===== src/rtl/led_pattern_pkg.sv =====
// Shared definitions for the LED pattern generator.
//   mode_e : pattern selection as carried on the mode / mode_active ports
//   dir_e  : sweep direction used by the SCAN and BREATHE generators
package led_pattern_pkg;

  typedef enum logic [1:0] {
    MODE_COUNT   = 2'd0,
    MODE_SCAN    = 2'd1,
    MODE_BREATHE = 2'd2,
    MODE_OFF     = 2'd3
  } mode_e;

  typedef enum logic {
    DIR_UP   = 1'b0,
    DIR_DOWN = 1'b1
  } dir_e;

endpackage


===== src/rtl/led_prescaler.sv =====
// Free-running prescaler that produces one pattern step every 2^WIDTH
// enabled cycles.
//   sysclock  : system clock, rising edge
//   sys_rst_n : asynchronous active-low reset (already release-synchronised)
//   enable    : count enable; low holds the count and suppresses step
//   step      : high on the enabled cycle where the count is all-ones
module led_prescaler #(
  parameter int unsigned WIDTH = 24
) (
  input  logic sysclock,
  input  logic sys_rst_n,
  input  logic enable,
  output logic step
);

  logic [WIDTH-1:0] count;

  always_ff @(posedge sysclock or negedge sys_rst_n) begin
    if (!sys_rst_n) begin
      count <= '0;
    end else if (enable) begin
      count <= count + WIDTH'(1);
    end
  end

  // Combinational so the pattern logic acts on the same edge the count wraps.
  assign step = enable && (count == '1);

endmodule


===== src/rtl/led_pattern_gen.sv =====
// LED pattern generator: COUNT, SCAN (bouncing dot), BREATHE (triangle PWM)
// and OFF patterns, stepped by a prescaler.
//   sysclock    : system clock, rising edge
//   sys_rst_n   : asynchronous active-low reset, released synchronously inside
//   mode        : requested pattern, sampled only on step cycles
//   pause       : freezes prescaler and pattern state (PWM keeps running)
//   leds        : registered LED drive, bit 0 = LED1
//   tick        : registered one-cycle pulse per pattern step
//   mode_active : pattern currently displayed
module led_pattern_gen
  import led_pattern_pkg::*;
#(
  parameter int unsigned NUM_LEDS   = 8,
  parameter int unsigned PRESCALE_W = 24,
  parameter int unsigned PWM_W      = 8
) (
  input  logic                sysclock,
  input  logic                sys_rst_n,
  input  logic [1:0]          mode,
  input  logic                pause,
  output logic [NUM_LEDS-1:0] leds,
  output logic                tick,
  output logic [1:0]          mode_active
);

  localparam int unsigned      POS_W   = (NUM_LEDS > 1) ? $clog2(NUM_LEDS) : 1;
  localparam logic [POS_W-1:0] POS_MAX = POS_W'(NUM_LEDS - 1);
  localparam logic [PWM_W-1:0] LVL_MAX = '1;

  // Async assert, two-flop synchronous release.
  logic [1:0] rst_sync;
  logic       rst_n;

  always_ff @(posedge sysclock or negedge sys_rst_n) begin
    if (!sys_rst_n) begin
      rst_sync <= '0;
    end else begin
      rst_sync <= {rst_sync[0], 1'b1};
    end
  end

  assign rst_n = rst_sync[1];

  logic step;

  led_prescaler #(
    .WIDTH(PRESCALE_W)
  ) u_prescaler (
    .sysclock (sysclock),
    .sys_rst_n(rst_n),
    .enable   (!pause),
    .step     (step)
  );

  mode_e               mode_req;
  mode_e               mode_cur;
  logic [NUM_LEDS-1:0] count;
  logic [POS_W-1:0]    pos;
  dir_e                scan_dir;
  logic [PWM_W-1:0]    level;
  dir_e                level_dir;
  logic [PWM_W-1:0]    pwm_cnt;
  logic [NUM_LEDS-1:0] scan_onehot;

  assign mode_req    = mode_e'(mode);
  assign mode_active = mode_cur;

  // Pattern state: a step either loads a new mode (and restarts it) or
  // advances the active mode; the two never happen on the same step.
  always_ff @(posedge sysclock or negedge rst_n) begin
    if (!rst_n) begin
      mode_cur  <= MODE_OFF;
      tick      <= 1'b0;
      count     <= '0;
      pos       <= '0;
      scan_dir  <= DIR_UP;
      level     <= '0;
      level_dir <= DIR_UP;
    end else begin
      tick <= step;
      if (step) begin
        if (mode_req != mode_cur) begin
          mode_cur <= mode_req;
          case (mode_req)
            MODE_COUNT: count <= '0;
            MODE_SCAN: begin
              pos      <= '0;
              scan_dir <= DIR_UP;
            end
            MODE_BREATHE: begin
              level     <= '0;
              level_dir <= DIR_UP;
            end
            default: ;
          endcase
        end else begin
          case (mode_cur)
            MODE_COUNT: count <= count + NUM_LEDS'(1);
            MODE_SCAN: begin
              // A single LED has nowhere to move.
              if (POS_MAX != '0) begin
                if (scan_dir == DIR_UP) begin
                  pos <= pos + POS_W'(1);
                  if (pos == POS_MAX - POS_W'(1)) scan_dir <= DIR_DOWN;
                end else begin
                  pos <= pos - POS_W'(1);
                  if (pos == POS_W'(1)) scan_dir <= DIR_UP;
                end
              end
            end
            MODE_BREATHE: begin
              if (level_dir == DIR_UP) begin
                level <= level + PWM_W'(1);
                if (level == LVL_MAX - PWM_W'(1)) level_dir <= DIR_DOWN;
              end else begin
                level <= level - PWM_W'(1);
                if (level == PWM_W'(1)) level_dir <= DIR_UP;
              end
            end
            default: ;
          endcase
        end
      end
    end
  end

  always_comb begin
    scan_onehot = '0;
    for (int unsigned i = 0; i < NUM_LEDS; i++) begin
      scan_onehot[i] = (pos == POS_W'(i));
    end
  end

  // Registered output mux; PWM runs every cycle so BREATHE keeps glowing
  // while paused.
  always_ff @(posedge sysclock or negedge rst_n) begin
    if (!rst_n) begin
      pwm_cnt <= '0;
      leds    <= '0;
    end else begin
      pwm_cnt <= pwm_cnt + PWM_W'(1);
      case (mode_cur)
        MODE_COUNT:   leds <= count;
        MODE_SCAN:    leds <= scan_onehot;
        MODE_BREATHE: leds <= {NUM_LEDS{pwm_cnt < level}};
        default:      leds <= '0;
      endcase
    end
  end

endmodule


===== config.mk =====
export PLATFORM = sky130hd
export DESIGN_NAME = led_pattern_gen
export DESIGN_NICKNAME = d
export VERILOG_FILES = /design/src/rtl/led_pattern_pkg.sv /design/src/rtl/led_prescaler.sv /design/src/rtl/led_pattern_gen.sv
export SDC_FILE = /design/constraint.sdc
export NUM_CORES = 1
export LEC_CHECK = 0
export BUFFER_PORTS_ARGS = -buffer_cell sky130_fd_sc_hd__buf_2
export CAP_MARGIN = 10
export CORE_MARGIN = 10
export CORE_UTILIZATION = 45
export CTS_CLUSTER_DIAMETER = 30
export DETAILED_ROUTE_END_ITERATION = 10
export RECOVER_POWER = 25
export REMOVE_ABC_BUFFERS = 1
export SETUP_SLACK_MARGIN = 0.2
export SLEW_MARGIN = 10
export SYNTH_ARGS = -nofsm -noshare
export SYNTH_HDL_FRONTEND = slang
export SYNTH_HIERARCHICAL = 1
export SYNTH_SLANG_ARGS = --single-unit

===== constraint.sdc =====
create_clock -name sysclock -period 2.3 [get_ports sysclock]
set_input_delay 0.115 -clock sysclock [delete_from_list [all_inputs] [get_ports sysclock]]
set_output_delay 0.115 -clock sysclock [all_outputs]
set_load 0.01 [all_outputs]

==> impl_metrics.json <==
{
  "status": "finished clean",
  "layout_common_cells": "63 x dfrtp_1, 23 x xnor2_1, 22 x inv_1",
  "num_vias": 2508,
  "tritoncts": "done",
  "grt-ovfl-total": 0,
  "drt_iter0_drc": 119,
  "fillers": 684,
  "ys.warnings.count": 6,
  "max_slew_margin_pct": 32.9,
  "power_frac_comb_pct": 12.5,
  "path_class": "register to register",
  "fmax_mhz": 480,
  "start_kind": "register",
  "routed_via_density": 5.29,
  "cts_buffer_depth": 2,
  "stdcell_area_um2": 4000,
  "power.internal_uw": 1770,
  "path_cells": "ha_1 > nand4_1 > nor4_4 > and3_4 > or3b_4 > or2_4 > o31ai_2",
  "area_growth_pct": 14.9,
  "diodes": 0,
  "drt_pass1_iterations": 6,
  "antenna_found_initial": 0,
  "finalHoldViolCount": 0,
  "wl_per_cell_um": 13.8,
  "synth_area_per_cell_um2": 10.3,
  "drc_errors": 0,
  "io_pins": 16,
  "endpoint_kind": "register",
  "grt_pass1_wl_mm": 11.7,
  "wl_met2_mm": 3.18,
  "min_path_type": "input port to register",
  "p_seq_share_pct": 54.2,
  "placedCellCount": 457,
  "track_usage_pct": 12.3,
  "grt_max_degree": 41,
  "p_leak_uw": 0.00179,
  "period_share_pct": 90.6,
  "routabilityCongestion": 0.772,
  "core-area_um2": 7370,
  "finalSetupViolCount": 0,
  "p_switching_uw": 641,
  "wl_met1_mm": 2.98,
  "yosysSeqAreaShare_pct": 47.6,
  "die_x_um": 108,
  "wl_met3_um": 312,
  "cts_sinks": 66,
  "cpPeakStageDelay_ps": 420,
  "yosys_most_used_dff": "dfrtp_1",
  "drtAntennaViolNets": 0,
  "rows": 31,
  "ys_types": 56,
  "netlist_area_um2": 3480,
  "power.density_nw_per_um2": 603,
  "clk_pin_slew_ps": 60,
  "clkPwrFrac_pct": 33.4,
  "clk_latency_ps": 340,
  "placed_cell_area_um2": 3760,
  "ir_drop_uv": 537,
  "root_buffer": "clkbuf_8",
  "final_common_cell": "dfrtp_1",
  "cts_buffers": 9,
  "grt_pass1_vias": 2541,
  "syn_inst": 337,
  "synth-edff-count": 0,
  "dp_hpwl_mm": 4.83,
  "h-tree-depth": 3,
  "rsz0062_at_grt": "yes",
  "drv_slew": 0,
  "start_util_pct": 47.2,
  "worst_path_max_delay_cell": "or3b_4",
  "fin_skew_ps": 15.9,
  "required_ps": 2550,
  "die_h_um": 108,
  "stdcell_count": 474,
  "p_sw_share_pct": 26.6,
  "highest_layer": "met4",
  "nets": 399,
  "io_buffers": 15,
  "worst_pin_slew_ps": 1010,
  "arrival_ps": 2330,
  "die_area_um2": 11600,
  "drv_cap": 0,
  "drive_above_1_share_pct": 18.7,
  "ys_async_sr_fraction_pct": 100,
  "routed_wl_mm": 6.55,
  "period_minus_slack_ps": 2080,
  "cp_max_fo": 6,
  "synth_seq_cells": 66,
  "fin_util_pct": 54.2
}
[state kept, by name (all words and copies together) (netlist names), 2 cells and up]
register,count
u_prescaler/count,24
count,8
leds,8
level,8
pwm_cnt,8
pos,3
mode_active,2
rst_sync,2
[layout make-up]
class | count | area (um2) | share of cell area [%]
multi-input combinational | 239 | 1750 | 43.7
sequential | 66 | 1660 | 41.4
timing repair buffer | 35 | 236 | 5.92
clock buffer | 12 | 145 | 3.63
tap | 99 | 124 | 3.10
inverter | 22 | 82.6 | 2.07
clock inverter | 1 | 5.00 | 0.125
[power by group through the flow]
stage	Sequential (uW)	Combinational [uW]	Clock, uW
after floorplan	1340	169	0
after global placement	1320	300	0
after detailed placement	1330	303	0
after CTS	1310	309	832
after global routing	1320	342	891
final	1300	301	804
[worst max-delay path, delay by kind of cell (launching register included)]
family | cells | cell delay [ps]
fa+ha+maj | 1 | 170
compound gates | 1 | 210
flops | 1 | 350
simple gates | 5 | 1270
[routing by layer]
metal	GRT usage, %	up-vias
met3	4.25	5
li1	-	1244
met1	14.0	1224
met4	4.58	0
met5	0	-
met2	20.8	35
[cell usage after synthesis (7+ instances only)]
| cell | n | area (um2) |
|---|---|---|
| nand3_1 | 19 | 95.1 |
| inv_1 | 22 | 82.6 |
| nand2_1 | 21 | 78.8 |
| dfrtp_1 | 64 | 1600 |
| nand4_1 | 8 | 50.1 |
| o21ai_1 | 19 | 95.1 |
| and3_1 | 8 | 50.1 |
| xnor2_1 | 23 | 201 |
| o31ai_1 | 8 | 60.1 |
| ha_1 | 21 | 263 |
| nor2_1 | 16 | 60.1 |
| a21oi_1 | 10 | 50.1 |
| nor3_1 | 7 | 35.0 |
| xor2_1 | 11 | 96.3 |
| o21ai_0 | 13 | 65.1 |
[final timing paths]
kind	startpoint	to	slack (ps)	cells past startpoint
max in group asynchronous	rst_sync[1]$_DFF_PN0_	mode_active[0]$_DFFE_PN1P_	1060	1
min in group asynchronous	sys_rst_n	rst_sync[1]$_DFF_PN0_	80	2
max	u_prescaler/count[0]$_DFFE_PN0P_	count[4]$_DFFE_PN0P_	220	7
min	mode[0]	mode_active[0]$_DFFE_PN1P_	70	3
min reg2reg	rst_sync[0]$_DFF_PN0_	rst_sync[1]$_DFF_PN0_	350	0
max reg2reg	u_prescaler/count[0]$_DFFE_PN0P_	count[4]$_DFFE_PN0P_	220	7
[kinds of logic after synthesis]
group                      synth area share (%)
xor gates and xnor gates                   9.50
AOI/OAI and AO/OA                          10.8
and+or+nand+nor                            19.4
other                                     0.108
buffers and inverters                      3.78
DFF                                        47.6
adders and majority gates                  7.56
muxes                                      1.22
[through the flow]
stage / TNS (ps) / worst slack (ps) / hold WS (ps) / total power (uW)
after global routing: 0 / 82.8 / 73.8 / 2550
after detailed placement: 0 / 95.1 / -97.7 / 1630
after global placement: 0 / 138 / -99.4 / 1620
final: 0 / 215 / 72.1 / 2410
after floorplan: -1730 / -220 / -181 / 1510
after CTS: 0 / 208 / 63.5 / 2450
[what timing repair did]
| item | 4_1_cts | 5_1_grt |
|---|---|---|
| setup buffers | 0 | 3 |
| endpoints found under the hold margin | 2 | 0 |
| pin swaps | 0 | 1 |
| resized for setup | 2 | 13 |
| hold buffers | 1 | 0 |
| endpoints found under the setup margin | 10 | 15 |
No activity file was read; power rests on OpenSTA's default activity.
